$ cat src/rtl/rf_pkg.sv
// Shared definitions for the register-file write path.
// Contents:
//   DATA_W, ADDR_W - register width and register address width
//   REG_ZERO       - address of the hard-wired zero register
//   req_idx_t      - writeback requester index (0 = ALU, 1 = LOAD)
package rf_pkg;

    localparam int DATA_W = 32;
    localparam int ADDR_W = 5;

    localparam logic [4:0] REG_ZERO = 5'd0;

    typedef enum logic {
        REQ_ALU  = 1'b0,
        REQ_LOAD = 1'b1
    } req_idx_t;

endpackage

$ cat src/rtl/rr_arb2.sv
// Two-way round-robin arbiter. This block is purely combinational.
// When both requesters are valid, the one that was not granted last wins.
// Ports:
//   valid[1:0] - request lines (bit 0 = ALU, bit 1 = LOAD)
//   hold       - resource unavailable this cycle; nothing is granted
//   last_grant - index granted on the most recent transfer
//   grant[1:0] - one-hot (or zero) grant
module rr_arb2
    import rf_pkg::*;
(
    input  logic [1:0] valid,
    input  logic       hold,
    input  req_idx_t   last_grant,
    output logic [1:0] grant
);

    always_comb begin
        // NOTE: defaulting every output before the branches keeps this block
        // free of inferred latches when no case matches.
        grant = 2'b00;
        if (!hold) begin
            case (valid)
                2'b01:   grant = 2'b01;
                2'b10:   grant = 2'b10;
                2'b11:   grant = (last_grant == REQ_ALU) ? 2'b10 : 2'b01;
                default: grant = 2'b00;
            endcase
        end
    end

endmodule

$ cat src/rtl/reg_write_arbiter.sv
// Arbitrates the single register-bank write port between two writeback
// requesters (req0 = ALU result, req1 = memory load) with round robin. The
// accepted write is registered and presented to the bank one cycle later.
// The block also flags pending writes to the two decode read addresses so
// that decode can stall on RAW hazards.
// Ports:
//   clk, rst_n             - clock (rising edge), synchronous active-low reset
//   hold                   - bank unavailable; no grants this cycle
//   reqN_valid/ready       - per-requester handshake (ready is combinational)
//   reqN_addr/data         - destination register and write data
//   RegEn/WriteReg/WriteData - registered bank write port
//   ReadReg1/2, Busy1/2    - hazard query addresses and their pending flags
//   conflict_cnt           - saturating count of contended, unheld cycles
module reg_write_arbiter
    import rf_pkg::*;
#(
    parameter int DATA_W       = rf_pkg::DATA_W,
    parameter int ADDR_W       = rf_pkg::ADDR_W,
    parameter bit ZERO_PROTECT = 1'b1,
    parameter int CNT_W        = 16
) (
    input  logic              clk,
    input  logic              rst_n,
    input  logic              hold,
    input  logic              req0_valid,
    output logic              req0_ready,
    input  logic [ADDR_W-1:0] req0_addr,
    input  logic [DATA_W-1:0] req0_data,
    input  logic              req1_valid,
    output logic              req1_ready,
    input  logic [ADDR_W-1:0] req1_addr,
    input  logic [DATA_W-1:0] req1_data,
    output logic              RegEn,
    output logic [ADDR_W-1:0] WriteReg,
    output logic [DATA_W-1:0] WriteData,
    input  logic [ADDR_W-1:0] ReadReg1,
    input  logic [ADDR_W-1:0] ReadReg2,
    output logic              Busy1,
    output logic              Busy2,
    output logic [CNT_W-1:0]  conflict_cnt
);

    localparam logic [ADDR_W-1:0] ZERO_ADDR = ADDR_W'(REG_ZERO);

    req_idx_t          last_grant;
    logic [1:0]        grant;
    logic              xfer0;
    logic              xfer1;
    logic              conflict;
    logic [ADDR_W-1:0] sel_addr;
    logic [DATA_W-1:0] sel_data;

    rr_arb2 u_arb (
        .valid      ({req1_valid, req0_valid}),
        .hold       (hold),
        .last_grant (last_grant),
        .grant      (grant)
    );

    // The readys are held low during reset so that nothing is accepted
    // while the output stage is being cleared.
    assign req0_ready = grant[0] & rst_n;
    assign req1_ready = grant[1] & rst_n;

    assign xfer0    = req0_valid & req0_ready;
    assign xfer1    = req1_valid & req1_ready;
    assign conflict = req0_valid & req1_valid & ~hold;

    always_comb begin
        sel_addr = req0_addr;
        sel_data = req0_data;
        if (xfer1) begin
            sel_addr = req1_addr;
            sel_data = req1_data;
        end
    end

    always_ff @(posedge clk) begin
        // NOTE: state uses non-blocking assignments so that every register
        // samples pre-edge values, whatever order the statements are in.
        if (!rst_n) begin
            RegEn        <= 1'b0;
            WriteReg     <= '0;
            WriteData    <= '0;
            last_grant   <= REQ_LOAD;  // req0 wins the first conflict
            conflict_cnt <= '0;
        end else begin
            if (xfer0 || xfer1) begin
                // A protected write to r0 still completes its handshake and
                // updates the address/data registers, but is never enabled.
                RegEn      <= !(ZERO_PROTECT && (sel_addr == ZERO_ADDR));
                WriteReg   <= sel_addr;
                WriteData  <= sel_data;
                last_grant <= xfer1 ? REQ_LOAD : REQ_ALU;
            end else begin
                RegEn <= 1'b0;
            end

            if (conflict && (conflict_cnt != '1)) begin
                conflict_cnt <= conflict_cnt + 1'b1;
            end
        end
    end

    // The RegEn term covers the write that the bank has not yet committed.
    assign Busy1 = (ReadReg1 != ZERO_ADDR) &&
                   ((req0_valid && (req0_addr == ReadReg1)) ||
                    (req1_valid && (req1_addr == ReadReg1)) ||
                    (RegEn      && (WriteReg  == ReadReg1)));

    assign Busy2 = (ReadReg2 != ZERO_ADDR) &&
                   ((req0_valid && (req0_addr == ReadReg2)) ||
                    (req1_valid && (req1_addr == ReadReg2)) ||
                    (RegEn      && (WriteReg  == ReadReg2)));

endmodule
$ cat config.mk
export PLATFORM = sky130hd
export DESIGN_NAME = reg_write_arbiter
export DESIGN_NICKNAME = d
export VERILOG_FILES = /design/src/rtl/rf_pkg.sv /design/src/rtl/rr_arb2.sv /design/src/rtl/reg_write_arbiter.sv
export SDC_FILE = /design/constraint.sdc
export NUM_CORES = 1
export LEC_CHECK = 0
export ABC_AREA = 0
export CORE_MARGIN = 5
export CORE_UTILIZATION = 40
export CTS_CLUSTER_SIZE = 14
export DETAILED_ROUTE_END_ITERATION = 10
export GPL_ROUTABILITY_DRIVEN = 0
export PLACE_DENSITY = 0.78
export SLEW_MARGIN = 20
export SYNTH_ARGS = -nofsm -noshare
export SYNTH_HDL_FRONTEND = slang
export SYNTH_SLANG_ARGS = --single-unit
export TNS_END_PERCENT = 50
$ cat constraint.sdc
create_clock -name clk -period 4.95 [get_ports clk]
set_input_delay 0.99 -clock clk [delete_from_list [all_inputs] [get_ports clk]]
set_output_delay 0.99 -clock clk [all_outputs]
set_load 0.05 [all_outputs]
==> impl_metrics.py, run 1 <==
metrics = {
    "layout": {
        "layout_commonest_cell": "clkdlybuf4s50_1",
        "final_cell_mix": "145 x clkdlybuf4s50_1, 55 x dfxtp_1, 55 x nor2_1",
        "fin_nets": 554,
        "syn_to_final_growth_pct": 55.4,
        "drive_gt1_share_pct": 4.31,
        "stdcell_area_mm2": 0.00453,
        "antenna_cells": 0,
    },
    "sta": {
        "finalCriticalPeriod_ps": 4250,
        "hold_viol": 0,
        "period_share_pct": 85.8,
        "tightest_slew_ps": 902,
        "fmax_ghz": 0.235,
        "rsz0062_at_grt": "no",
        "drv_slew": 0,
        "worst_slack_ps": 701,
        "skew_ps": 4.67,
        "setup_violations": 0,
        "whs_ps": 500,
        "max_slew_margin_pct": 39.9,
        "fin_setup_tns_ps": 0,
    },
    "yosys": {
        "ys_warn_count": 0,
        "syn_inst": 327,
        "synth-seq-cells": 55,
        "synth-edff-count": 0,
        "avgSynthCellArea_um2": 8.92,
        "netlist_area_mm2": 0.00292,
        "synthFlopType": "dfxtp_1",
        "yosysUniqueCellTypes": 42,
        "yosysSeqAreaShare_pct": 37.8,
        "synthArstFlopShare_pct": 0,
        "synth_nets": 417,
    },
    "worst_setup_path": {
        "critical_path_class": "input pin to output port",
        "cp.arrival_ps": 3260,
        "end_kind": "output port",
        "start_kind": "input pin",
        "path_max_fanout": 4,
        "cp.required_ps": 3960,
    },
    "floorplanning": {
        "start_util_pct": 40.6,
        "rows": 31,
        "io_pins": 147,
        "die_x_um": 95.4,
        "die_h_um": 95.4,
        "core_area_mm2": 0.00718,
        "die_area_mm2": 0.00910,
    },
    "drt": {
        "vias_per_cell": 5.06,
        "drc": 0,
        "drt_wl_total_um": 8610,
        "ant_nets": 0,
        "vias": 2846,
        "dr.pass1.iters": 4,
        "post_drt_wl_per_cell_um": 15.3,
        "drtIter0Drc": 88,
    },
    "pwr": {
        "power_leakage_uw": 0.00155,
        "vdd_drop_max_mv": 0.105,
        "powerDensity_mw_per_mm2": 234,
    },
    "clock_network": {
        "cts.path.max_buffers": 2,
        "cts_resized": 0,
        "cts_tree": "yes",
        "post-cts-setup-buffer-count": 0,
        "cts_buffers": 5,
        "htreeDepth": 2,
        "root_buffer": "clkbuf_8",
        "path_clk_slew_ps": 90,
        "clk-insertion-delay-late_ps": 290,
        "hold_buffers": 0,
        "clkSinkCount": 55,
    },
    "placed_design": {
        "hpwlAfterDp_um": 6730,
        "place_ws_ps": 722,
        "port-buffer-count": 146,
        "placed_area_mm2": 0.00443,
    },
    "status": {
        "status": "finished, final reports clean",
    },
    "worst_hold_path": {
        "min_path_type": "flop to flop",
    },
    "grt": {
        "grtUsageTotal_pct": 18.7,
        "grt_pass1_vias": 2837,
        "overflow": 0,
        "grt_pass1_wl_um": 13600,
        "antenna_found_initial": 0,
        "grt_max_degree": 52,
    },
    "flow_run": {
        "maxCapViolations": 0,
    },
}
==> through the flow <==
stage,power [uW],util (%),std cells
6_report,1060,63.2,563
5_1_grt,1110,63.2,563
4_1_cts,1070,63.2,563
3_5_place_dp,788,61.7,556
3_3_place_gp,783,61.7,556
2_1_floorplan,645,-,327
==> flip-flops by register name (all words and copies together), names as in the netlist <==
name / flops
WriteData: 32
RegEn: 1
WriteReg: 5
last_grant: 1
conflict_cnt: 16
==> cells in the mapped netlist, drive strengths merged (4+ instances only) <==
| library cell | count | area share, % |
|---|---|---|
| a211oi | 37 | 9.5 |
| a21oi | 7 | 1.2 |
| and3 | 4 | 0.86 |
| buf | 12 | 2.5 |
| clkbuf | 8 | 1.0 |
| dfxtp | 55 | 38 |
| inv | 4 | 0.51 |
| mux2i | 40 | 14 |
| nand2 | 13 | 1.7 |
| nand3 | 10 | 1.9 |
| nand4 | 4 | 0.86 |
| nor2 | 55 | 7.1 |
| nor3 | 5 | 1.0 |
| nor4 | 10 | 2.4 |
| or4 | 5 | 1.4 |
| xnor2 | 8 | 2.4 |
| xor2 | 29 | 8.7 |
==> final timing paths <==
path / startpoint / endpoint / slack, ps / cells past startpoint
max: req0_addr[3] / Busy2 / 700 / 7
min: WriteData[19] / WriteData[19] / 500 / 2
min reg2reg: WriteData[19] / WriteData[19] / 500 / 2
max reg2reg: conflict_cnt[5] / conflict_cnt[1] / 2970 / 5
==> kinds of logic after synthesis <==
| kind of cell | synth area share [%] |
|---|---|
| simple gates | 18.9 |
| compound gates | 14.0 |
| flops | 37.8 |
| mux | 13.7 |
| xor+xnor | 11.1 |
| buf+inv | 4.03 |
| fa+ha+maj | 0.429 |
==> per-layer routing <==
layer / up-vias / global-route usage [%] / wire [um]
met1: 1287 / 23.1 / 3660
li1: 1445 / - / -
met2: 110 / 32.1 / 4210
met3: 4 / 6.24 / 669
met5: - / 0 / 0
met4: 0 / 3.32 / 63
==> report_power, final <==
| part | leakage, uW | internal, uW | switching (uW) |
|---|---|---|---|
| Clock | 0.0000513 | 149 | 134 |
| Sequential | 0.000450 | 463 | 14.9 |
| Combinational | 0.00105 | 138 | 161 |
==> critical path: stages <==
cell and delay, ps:
clkdlybuf4s50_1 510, xor2_1 210, nor4_1 320, and3_1 200
a31oi_1 40, a21oi_1 150, clkdlybuf4s50_1 830
==> layout make-up <==
type | instances | area, um2
timing repair buffer | 150 | 1490
inverter | 4 | 15.0
clock buffer | 6 | 72.6
fill | 625 | 2640
tap | 99 | 124
clock inverter | 1 | 30.0
multi-input combinational | 248 | 1700
sequential | 55 | 1100
Power figures use the tool's default switching activity.
==> run 2, diff against run 1 <==
Settings changed: CAP_MARGIN from default to 20, CORE_ASPECT_RATIO from default to 0.6, CORE_UTILIZATION 40 to 36, PLACE_DENSITY 0.78 to 0.74.
Clock period 4.95 ns to 3.44 ns, I/O delays scaled along.
==> run 2 against run 1 <==
Wire length rose by 2.6%; critical endpoint is now Busy1; register-to-register slack lost 1500 ps; first-iteration DRC count up 68%; clock skew up 2.2 ps; critical path depth unchanged.
==> impl_metrics.py, run 2 (synthesis results as in run 1) <==
metrics = {
    "status": {
        "status": "finished, final reports clean",
    },
    "pwr": {
        "pwr-share-clk_pct": 31.0,
        "powerDensity_mw_per_mm2": 351,
        "p_total_uw": 1630,
        "swShare_pct": 29.7,
        "power_frac_seq_pct": 42.3,
        "vdd_drop_max_mv": 0.209,
        "power_leakage_uw": 0.00159,
        "p_switching_uw": 483,
        "internal-power_uw": 1140,
        "pwr-share-comb_pct": 26.7,
    },
    "clock_network": {
        "cts.path.max_buffers": 2,
        "cts_resized": 0,
        "post-cts-setup-buffer-count": 0,
        "cts_tree": "yes",
        "htreeDepth": 2,
        "cts_buffers": 5,
        "clkSinkCount": 55,
        "clk-insertion-delay-late_ps": 290,
        "path_clk_slew_ps": 70,
        "root_buffer": "clkbuf_16",
        "hold_buffers": 0,
    },
    "sta": {
        "drv_slew": 0,
        "fin_setup_tns_ps": 0,
        "fmax_ghz": 0.332,
        "setup_violations": 0,
        "max_slew_margin_pct": 62.1,
        "skew_ps": 6.90,
        "period_share_pct": 87.7,
        "finalCriticalPeriod_ps": 3020,
        "worst_slack_ps": 424,
        "rsz0062_at_grt": "no",
        "tightest_slew_ps": 568,
        "hold_viol": 0,
    },
    "floorplanning": {
        "io_pins": 147,
        "die_area_mm2": 0.0101,
        "core_area_mm2": 0.00788,
        "start_util_pct": 37.0,
        "die_h_um": 79.7,
        "rows": 25,
        "die_x_um": 126,
    },
    "grt": {
        "top_usage_layer": "met2",
        "antenna_found_initial": 0,
        "use_met3_pct": 6.82,
        "overflow": 0,
        "met1_usage_pct": 22.5,
        "grt_pass1_wl_um": 14200,
        "grt_max_degree": 52,
        "grt_pass1_vias": 2887,
        "grtUsageMet2_pct": 27.4,
        "grtUsageTotal_pct": 17.3,
    },
    "drt": {
        "drc": 0,
        "vias_per_cell": 4.98,
        "post_drt_wl_per_cell_um": 15.4,
        "dr.pass1.iters": 4,
        "drtIter0Drc": 148,
        "drt_wl_total_um": 8830,
        "vias": 2856,
        "ant_nets": 0,
    },
    "placed_design": {
        "hpwlAfterDp_um": 6920,
        "port-buffer-count": 146,
        "place_ws_ps": 430,
        "placed_area_mm2": 0.00449,
    },
    "layout": {
        "syn_to_final_growth_pct": 58.9,
        "fin_nets": 555,
        "layout_commonest_cell": "clkdlybuf4s50_1",
        "antenna_cells": 0,
        "top_register": "WriteData",
        "top_regs": "WriteData x32, conflict_cnt x16, WriteReg x5",
        "stdcell_area_mm2": 0.00464,
        "fillers": 705,
        "drive_gt1_share_pct": 5.36,
        "utilization_pct": 58.8,
        "final_cell_mix": "142 x clkdlybuf4s50_1, 55 x dfxtp_1, 55 x nor2_1",
        "largest_reg_flops": 32,
    },
    "worst_setup_path": {
        "cp.required_ps": 2750,
        "start_kind": "input pin",
        "critical_path_class": "input pin to output port",
        "end_kind": "output port",
        "cp.arrival_ps": 2330,
        "path_max_fanout": 4,
    },
    "worst_hold_path": {
        "min_path_type": "flop to flop",
    },
    "flow_run": {
        "maxCapViolations": 0,
    },
}
run 2: cell count changes in the layout (fill, tap and decap cells not counted):
| cell | before | now |
|---|---|---|
| clkbuf_16 | 0 | 5 |
| buf_12 | 0 | 4 |
| clkbuf_8 | 5 | 0 |
| bufinv_16 | 1 | 0 |
| inv_6 | 0 | 1 |
| clkdlybuf4s50_1 | 145 | 142 |
| clkinvlp_4 | 0 | 1 |
run 2: final cells by class:
cell class                      count  area (um2)  area share [%]
Clock buffer                        6         129            2.78
Clock inverter                      2        16.3           0.351
Inverter                            4        15.0           0.324
Multi-Input combinational cell    248        1700            36.7
Sequential cell                    55        1100            23.8
Tap cell                          108         135            2.91
Timing Repair Buffer              151        1540            33.2
run 2: per-layer routing:
metal	up-vias	wire length, um
met3	4	809
met5	-	0
met1	1293	4130
li1	1454	-
met2	105	3840
met4	0	51
run 2: power by group through the flow:
stage	combinational [uW]	clock [uW]	sequential (uW)
floorplan	126	0	802
global placement	431	0	701
detailed placement	435	0	703
CTS	437	525	688
global route	462	556	692
finish	434	504	688
run 2: worst paths after layout:
path / startpoint / endpoint / slack, ps / cells after the start
hold / removal: WriteData[8] / WriteData[8] / 500 / 2
setup / recovery: ReadReg1[3] / Busy1 / 420 / 7
hold reg to reg: WriteData[8] / WriteData[8] / 500 / 2
setup reg to reg: conflict_cnt[5] / conflict_cnt[1] / 1460 / 5
run 2: per-stage QoR:
stage	hold WS, ps	instances
after floorplan	462	327
after global placement	477	566
after detailed placement	488	566
after CTS	503	574
after global routing	528	574
final	499	574
run 2: critical path, cell delays in order:
cell and delay [ps]:
clkdlybuf4s50_1 510, xor2_1 190, nor4_1 260, and3_1 200
a31oi_1 40, a21oi_1 260, buf_12 170
